<file path="config.mk">
export PLATFORM = sky130hd
export DESIGN_NAME = cc_neuron_accumulator
export DESIGN_NICKNAME = d
export VERILOG_FILES = /design/src/rtl/cc_neuron_accumulator.sv
export SDC_FILE = /design/constraint.sdc
export NUM_CORES = 1
export LEC_CHECK = 0
export ABC_AREA = 1
export CAP_MARGIN = 10
export CORE_MARGIN = 4
export CORE_UTILIZATION = 30
export DETAILED_ROUTE_END_ITERATION = 6
export DONT_BUFFER_PORTS = 1
export PLACE_DENSITY_LB_ADDON = 0.25
export SETUP_SLACK_MARGIN = 0.15
export SLEW_MARGIN = 25
export SYNTH_ARGS = -nofsm -noshare
export SYNTH_HDL_FRONTEND = slang
export SYNTH_SLANG_ARGS = --single-unit
</file>
<file path="constraint.sdc">
create_clock -name CC_NEURON_ACCUMULATOR_CLOCK_50 -period 7.6 [get_ports CC_NEURON_ACCUMULATOR_CLOCK_50]
set_input_delay 1.52 -clock CC_NEURON_ACCUMULATOR_CLOCK_50 [delete_from_list [all_inputs] [get_ports CC_NEURON_ACCUMULATOR_CLOCK_50]]
set_output_delay 1.52 -clock CC_NEURON_ACCUMULATOR_CLOCK_50 [all_outputs]
set_load 0.05 [all_outputs]
</file>
<file path="src/rtl/cc_neuron_accumulator.sv">
// Neuron accumulator: sums NUMBER_INPUTS unsigned x*w products, then
// scales and clamps the sum into a registered result for the comparator.
module cc_neuron_accumulator #(
    parameter int NUMBER_DATAWIDTH = 8,
    parameter int NUMBER_INPUTS    = 4,
    parameter int NUMBER_SHIFT     = 8
) (
    input  logic                        CC_NEURON_ACCUMULATOR_CLOCK_50,
    input  logic                        CC_NEURON_ACCUMULATOR_RESET_InHigh,
    input  logic                        CC_NEURON_ACCUMULATOR_start_In,
    input  logic [7:0]                  CC_NEURON_ACCUMULATOR_data_InBUS,
    input  logic [7:0]                  CC_NEURON_ACCUMULATOR_weight_InBUS,
    input  logic                        CC_NEURON_ACCUMULATOR_valid_In,
    output logic                        CC_NEURON_ACCUMULATOR_ready_Out,
    output logic                        CC_NEURON_ACCUMULATOR_busy_Out,
    output logic                        CC_NEURON_ACCUMULATOR_done_Out,
    output logic [NUMBER_DATAWIDTH-1:0] CC_NEURON_ACCUMULATOR_result_OutBUS
);

    localparam int ACC_W  = 16 + $clog2(NUMBER_INPUTS);
    localparam int CNT_W  = $clog2(NUMBER_INPUTS + 1);
    localparam int WIDE_W = ACC_W + NUMBER_DATAWIDTH;
    localparam logic [CNT_W-1:0] LAST_IDX = CNT_W'(NUMBER_INPUTS - 1);
    localparam logic [WIDE_W-1:0] SAT_MAX =
        {{ACC_W{1'b0}}, {NUMBER_DATAWIDTH{1'b1}}};

    typedef enum logic [1:0] {IDLE, ACC, DONE} stateType;

    stateType                    state;
    logic [ACC_W-1:0]            accumSum;
    logic [CNT_W-1:0]            sampleCount;
    logic                        readyReg;
    logic                        busyReg;
    logic                        doneReg;
    logic [NUMBER_DATAWIDTH-1:0] resultReg;

    logic [15:0]                 product;
    logic [ACC_W-1:0]            sumNext;
    logic [WIDE_W-1:0]           scaledSum;
    logic [NUMBER_DATAWIDTH-1:0] satResult;
    logic                        accept;

    assign product = {8'd0, CC_NEURON_ACCUMULATOR_data_InBUS}
                   * {8'd0, CC_NEURON_ACCUMULATOR_weight_InBUS};
    assign sumNext   = accumSum + ACC_W'(product);
    assign scaledSum = WIDE_W'(sumNext >> NUMBER_SHIFT);
    // Clamp instead of truncating so a large sum never wraps to a small one
    assign satResult = (scaledSum > SAT_MAX) ? SAT_MAX[NUMBER_DATAWIDTH-1:0]
                                             : scaledSum[NUMBER_DATAWIDTH-1:0];
    assign accept = readyReg && CC_NEURON_ACCUMULATOR_valid_In;

    always_ff @(posedge CC_NEURON_ACCUMULATOR_CLOCK_50) begin
        if (CC_NEURON_ACCUMULATOR_RESET_InHigh) begin
            state       <= IDLE;
            accumSum    <= '0;
            sampleCount <= '0;
            readyReg    <= 1'b0;
            busyReg     <= 1'b0;
            doneReg     <= 1'b0;
            resultReg   <= '0;
        end else begin
            doneReg <= 1'b0;
            unique case (state)
                IDLE: begin
                    if (CC_NEURON_ACCUMULATOR_start_In) begin
                        state       <= ACC;
                        accumSum    <= '0;
                        sampleCount <= '0;
                        readyReg    <= 1'b1;
                        busyReg     <= 1'b1;
                    end
                end
                ACC: begin
                    if (accept) begin
                        accumSum    <= sumNext;
                        sampleCount <= sampleCount + 1'b1;
                        // Result lands together with done, one cycle after the last pair
                        if (sampleCount == LAST_IDX) begin
                            state     <= DONE;
                            readyReg  <= 1'b0;
                            doneReg   <= 1'b1;
                            resultReg <= satResult;
                        end
                    end
                end
                DONE: begin
                    state   <= IDLE;
                    busyReg <= 1'b0;
                end
                default: begin
                    state    <= IDLE;
                    readyReg <= 1'b0;
                    busyReg  <= 1'b0;
                end
            endcase
        end
    end

    assign CC_NEURON_ACCUMULATOR_ready_Out     = readyReg;
    assign CC_NEURON_ACCUMULATOR_busy_Out      = busyReg;
    assign CC_NEURON_ACCUMULATOR_done_Out      = doneReg;
    assign CC_NEURON_ACCUMULATOR_result_OutBUS = resultReg;

endmodule

</file>
==> Yosys cells after proc, flatten, opt, wreduce, memory -nomap -nowiden <==
Cells that the tools add are included.
{ "op_classes": {"n_shift": 0, "n_bitwise": 3, "multipliers": 1, "eq_ne": 6, "n_mux": 17, "n_addsub": 2, "div_mod_pow": 0, "magnitude_cmp": 1, "n_reduce_logical": 9} }
{ "op_table": {"columns": ["op", "n"], "rows": [
  ["$mux 18", 2],
  ["$pmux 18 s2", 1],
  ["$add 18x16->18", 1],
  ["$mul 8x8->16", 1],
  ["$gt 10x8->1 const B", 1],
  ["$reduce_and 3->1", 3],
  ["$mux 8", 1],
  ["$mux 2", 3],
  ["$mux 3", 2],
  ["$ne 2x2->1 const B", 3],
  ["$pmux 3 s2", 1],
  ["$mux 1", 4],
  ["$pmux 2 s2", 1],
  ["$reduce_and 4->1", 1],
  ["$add 3x1->3 const B", 1],
  ["$eq 3x2->1 const B", 1],
  ["$not 1->1", 3],
  ["$pmux 1 s3", 1],
  ["$reduce_or 3->1", 1],
  ["$eq 2x1->1 const B", 1],
  ["$eq 2x2->1 const B", 1],
  ["$logic_not 2->1", 1],
  ["$pmux 1 s2", 1],
  ["$reduce_and 2->1", 1],
  ["other kinds (2)", 2]
]} }
{ "word_totals": {"reg_bits": 34, "latch_bits": 0, "in_bits": 20, "mem_count": 0, "out_inout_bits": 11, "romBits": 0, "ramBits": 0} }

==> Longest topological paths before layout <==
{ "logic_depth": {"word_depth": 4, "mapped_depth": 24, "ltp_nobuf": 23} }

==> Worst setup path after synthesis <==
Ideal clock, no wire load.
{ "synth_timing": {"path_kind": "input to register", "start": "input port CC_NEURON_ACCUMULATOR_data_InBUS[0]", "end": "register resultReg[2] (netlist: CC_NEURON_ACCUMULATOR_result_OutBUS[2])", "setup_ns": 0.115, "path_stages": 20, "t_required_ns": 7.485, "arrival_ns": 5.232, "path_slack_ns": 2.253, "n_path_buf": 1, "cell_sequence": "clkbuf_1 -> nand2_1 -> fa_1 -> fa_1 -> inv_1 -> fa_1 -> inv_1 -> fa_1 -> inv_1 -> ha_1 -> nand2_1 -> inv_1 -> nand2_1 -> nand3_1 -> nand2_1 -> nand3_1 -> nand2_1 -> nand2_1 -> o21ai_0 -> inv_1"} }
{ "synth_between": {"elab_chain_cells": 4} }
{ "synth_rtl": {"columns": ["item", "line", "text"], "rows": [
  ["start, declared", "11", "input logic [7:0] CC_NEURON_ACCUMULATOR_data_InBUS,"],
  ["$mul 8x8->16 *", "44", "* {8'd0, CC_NEURON_ACCUMULATOR_weight_InBUS};"],
  ["$add 18x16->18 *", "45", "assign sumNext = accumSum + ACC_W'(product);"],
  ["$gt 10x8->1", "48", "assign satResult = (scaledSum > SAT_MAX) ? SAT_MAX[NUMBER_DATAWIDTH-1:0]"],
  ["$mux 8 *", "48", null],
  ["end signal, assigned", "82", "resultReg <= satResult;"],
  ["end, declared", "35", "logic [NUMBER_DATAWIDTH-1:0] resultReg;"]
]} }
Mark *: on every way between the ends. The rest lies on a longest branch, timed or not.
A chain may end at the register's enable or synchronous reset.

==> Final worst setup path <==
{ "layout_timing": {"start": "input port CC_NEURON_ACCUMULATOR_data_InBUS[4]", "end": "register resultReg[7] (netlist: CC_NEURON_ACCUMULATOR_result_OutBUS[7])"} }
The elaborated chain is that of the path after synthesis.

==> results_dict.tcl <==
set metrics [dict create \
    status "finished, final reports clean" \
    crit_fanout 8 \
    layout_common_cells "inv_1, nand2_1, fa_1, ha_1, dfxtp_1" \
    clock_tree.root_cell "clkbuf_16" \
    postCtsSetupBuffers 0 \
    worstHoldEndpoint "accumSum[4]" \
    path_buf_inv 3 \
    yosysWarnings 0 \
    finalHoldViolCount 0 \
    drc 0 \
    place.gp.congestion 0.880 \
    die_area_sq_um 15900 \
    grt_pass1_wl_microns 16500 \
    syn_to_final_growth_pct 7.68 \
    setup_tns_ns 0 \
    final_area_sq_um 4510 \
    setup_slack_ns 2.46 \
    dp_hpwl_microns 7990 \
    port_buffers 0 \
    hold_path_class "reg2reg" \
    antenna_found_initial 0 \
    peakVddDrop_mv 0.0902 \
    via_per_inst 4.32 \
    grtUsageTotal_pct 12.5 \
    tightestPinTransition_ns 0.813 \
    rsz0062_at_grt "false" \
    worstPathArrival_ns 5.30 \
    ys_types 27 \
    syn-num-nets 718 \
    syn_inst 606 \
    final_common_cell "inv_1" \
    fmax_ghz 0.195 \
    grt.busiest_layer "met2" \
    max-slew-margin-rel_pct 45.6 \
    htree_num_levels 2 \
    wirelength_microns 9490 \
    cp-start-kind "primary input" \
    clkSinkCount 34 \
    maxCapViolations 0 \
    yosysSeqAreaShare_pct 16.3 \
    met2_usage_pct 21.1 \
    route.antenna.remaining_nets 0 \
    core_sq_um 13500 \
    crit_top_cell "nand2_1" \
    crit_type "in2reg" \
    grt_max_degree 28 \
    synth_area_sq_um 4190 \
    finalClockSkew_ns 0.00861 \
    endpoint_kind "flip-flop" \
    max_stage_delay_ns 0.56 \
    place_ws_ns 2.21 \
    r2r_cells 20 \
    tritoncts "yes" \
    holdBufCountCts 0 \
    r2r_slack_ns 3.52 \
    core.rowCount 42 \
    cp_top_family "adder cells" \
    clk_pin_slew_ns 0.06 \
    hold_path_startpoint "accumSum[4]" \
    syn_avg_cell_area_sq_um 6.91 \
    ys_seq_elements 34 \
    wire_per_inst_microns 12.4 \
    die_w_microns 126 \
    use_met3_pct 2.75 \
    drive_gt1_share_pct 2.71 \
    drtIter0Drc 156 \
    overflow 0 \
    use_met1_pct 16.5 \
    cp_cell_sequence "nand2_1 > inv_1 > fa_1 > fa_1 > inv_1 > fa_1 > fa_1 > inv_1 > ha_1 > a21oi_1 > nand2_1 > a21oi_1 > nand2_1 > nand2_1 > nand2_1 > nor2_1 > a21oi_1" \
    placed_cell_area_sq_um 4310 \
    cts_buffers 5 \
    p_per_area_nw_per_um2 237 \
    whs_path_depth 2 \
    cts_resized 0 \
    crit_slowest_cell "fa_1" \
    rr_endpoint "CC_NEURON_ACCUMULATOR_result_OutBUS[2]" \
    p_leak_nw 2.60 \
    drv_slew 0 \
    firstDrtPassIters 4 \
    chipHeight_microns 126 \
    cts_max_path_buffers 2 \
    start_util_pct 31.1 \
    final_nets 702 \
    crit_required_ns 7.76 \
    finalCritPeriodShare_pct 67.6 \
    setup_violations 0 \
    vias 3314 \
    diodes 0 \
    grt_pass1_vias 3405 \
    post-route-min-period_ns 5.14 \
    io_pins 31 \
    clock_latency_ns 0.28 \
    r2r-start "accumSum[6]" \
]
## synth_stat cells
master    instances  area (sq um)
a211oi_1          1          7.51
a21o_1            1          7.51
a21oi_1          33           165
a41oi_1           1          8.76
and2_1            2          12.5
buf_2             2          10.0
buf_4             1          7.51
clkbuf_1         20          75.1
dfxtp_1          34           681
fa_1             50          1000
ha_1             42           526
inv_1           170           638
inv_2             3          11.3
nand2_1         169           634
nand3_1          26           130
nand4_1           1          6.26
nor2_1           25          93.8
nor2_4            1          11.3
nor3_1            1          5.00
nor3_4            1          16.3
o211ai_1          3          22.5
o21ai_0           7          35.0
o21ai_1           3          15.0
or2_0             2          12.5
or2_2             3          18.8
xnor2_1           1          8.76
xor2_1            3          26.3
## through the flow
step	utilization (%)	power, mW	hold slack [ns]	cells
after floorplan	-	0.674	0.441	606
after global placement	32.1	0.804	0.443	759
after detailed placement	32.1	0.805	0.450	759
after CTS	33.5	1.09	0.459	767
after global routing	33.5	1.19	0.475	767
final	33.5	1.07	0.457	767
## sequential cells by signal, indices dropped and copies added (netlist names)
signal	flops
accumSum	18
CC_NEURON_ACCUMULATOR_busy_Out	1
state	2
sampleCount	3
CC_NEURON_ACCUMULATOR_done_Out	1
CC_NEURON_ACCUMULATOR_ready_Out	1
CC_NEURON_ACCUMULATOR_result_OutBUS	8
## cell type report
cell class	count	area, sq um
fillers	1506	8940
multi-input cells	376	2760
flip-flops and latches	34	681
inverters	173	649
well taps	176	220
clock buffers	5	125
clock inverters	3	68.8
## worst min-delay path: stages, from the launching register on
cell     delay [ns]
dfxtp_1        0.31
nand2_1        0.06
a21oi_1        0.05
## worst max path at each step
stage          slack [ns]                                start                                endpoint  cells after the start
6_report             2.46  CC_NEURON_ACCUMULATOR_data_InBUS[4]  CC_NEURON_ACCUMULATOR_result_OutBUS[7]                     17
5_1_grt              2.11  CC_NEURON_ACCUMULATOR_data_InBUS[4]  CC_NEURON_ACCUMULATOR_result_OutBUS[2]                     17
4_1_cts              2.46  CC_NEURON_ACCUMULATOR_data_InBUS[4]  CC_NEURON_ACCUMULATOR_result_OutBUS[2]                     17
3_5_place_dp         2.21  CC_NEURON_ACCUMULATOR_data_InBUS[4]  CC_NEURON_ACCUMULATOR_result_OutBUS[2]                     19
3_3_place_gp         2.20  CC_NEURON_ACCUMULATOR_data_InBUS[4]  CC_NEURON_ACCUMULATOR_result_OutBUS[2]                     19
2_1_floorplan        2.25  CC_NEURON_ACCUMULATOR_data_InBUS[0]  CC_NEURON_ACCUMULATOR_result_OutBUS[2]                     20
## cells by family after synthesis
group	share of synthesized area (%)
xor+xnor	0.837
fa+ha+maj	36.5
compound gates	6.25
simple gates	22.5
buf+inv	17.7
flops	16.3
## per-layer routing
layer  share of wire [%]  routed length, microns  vias up
met5                   0                       0        -
met4                 1.1                     109        0
met3                 4.5                     424        8
met2                  48                    4590       43
met1                  46                    4370     1537
li1                    -                       -     1726
## power breakdown
group	total [mW]	leakage, nW	switching, mW	internal [mW]
Clock	0.270	0.0940	0.0811	0.188
Combinational	0.609	2.23	0.395	0.214
Sequential	0.192	0.275	0.00723	0.184
No activity file was read; power rests on OpenSTA's default activity.
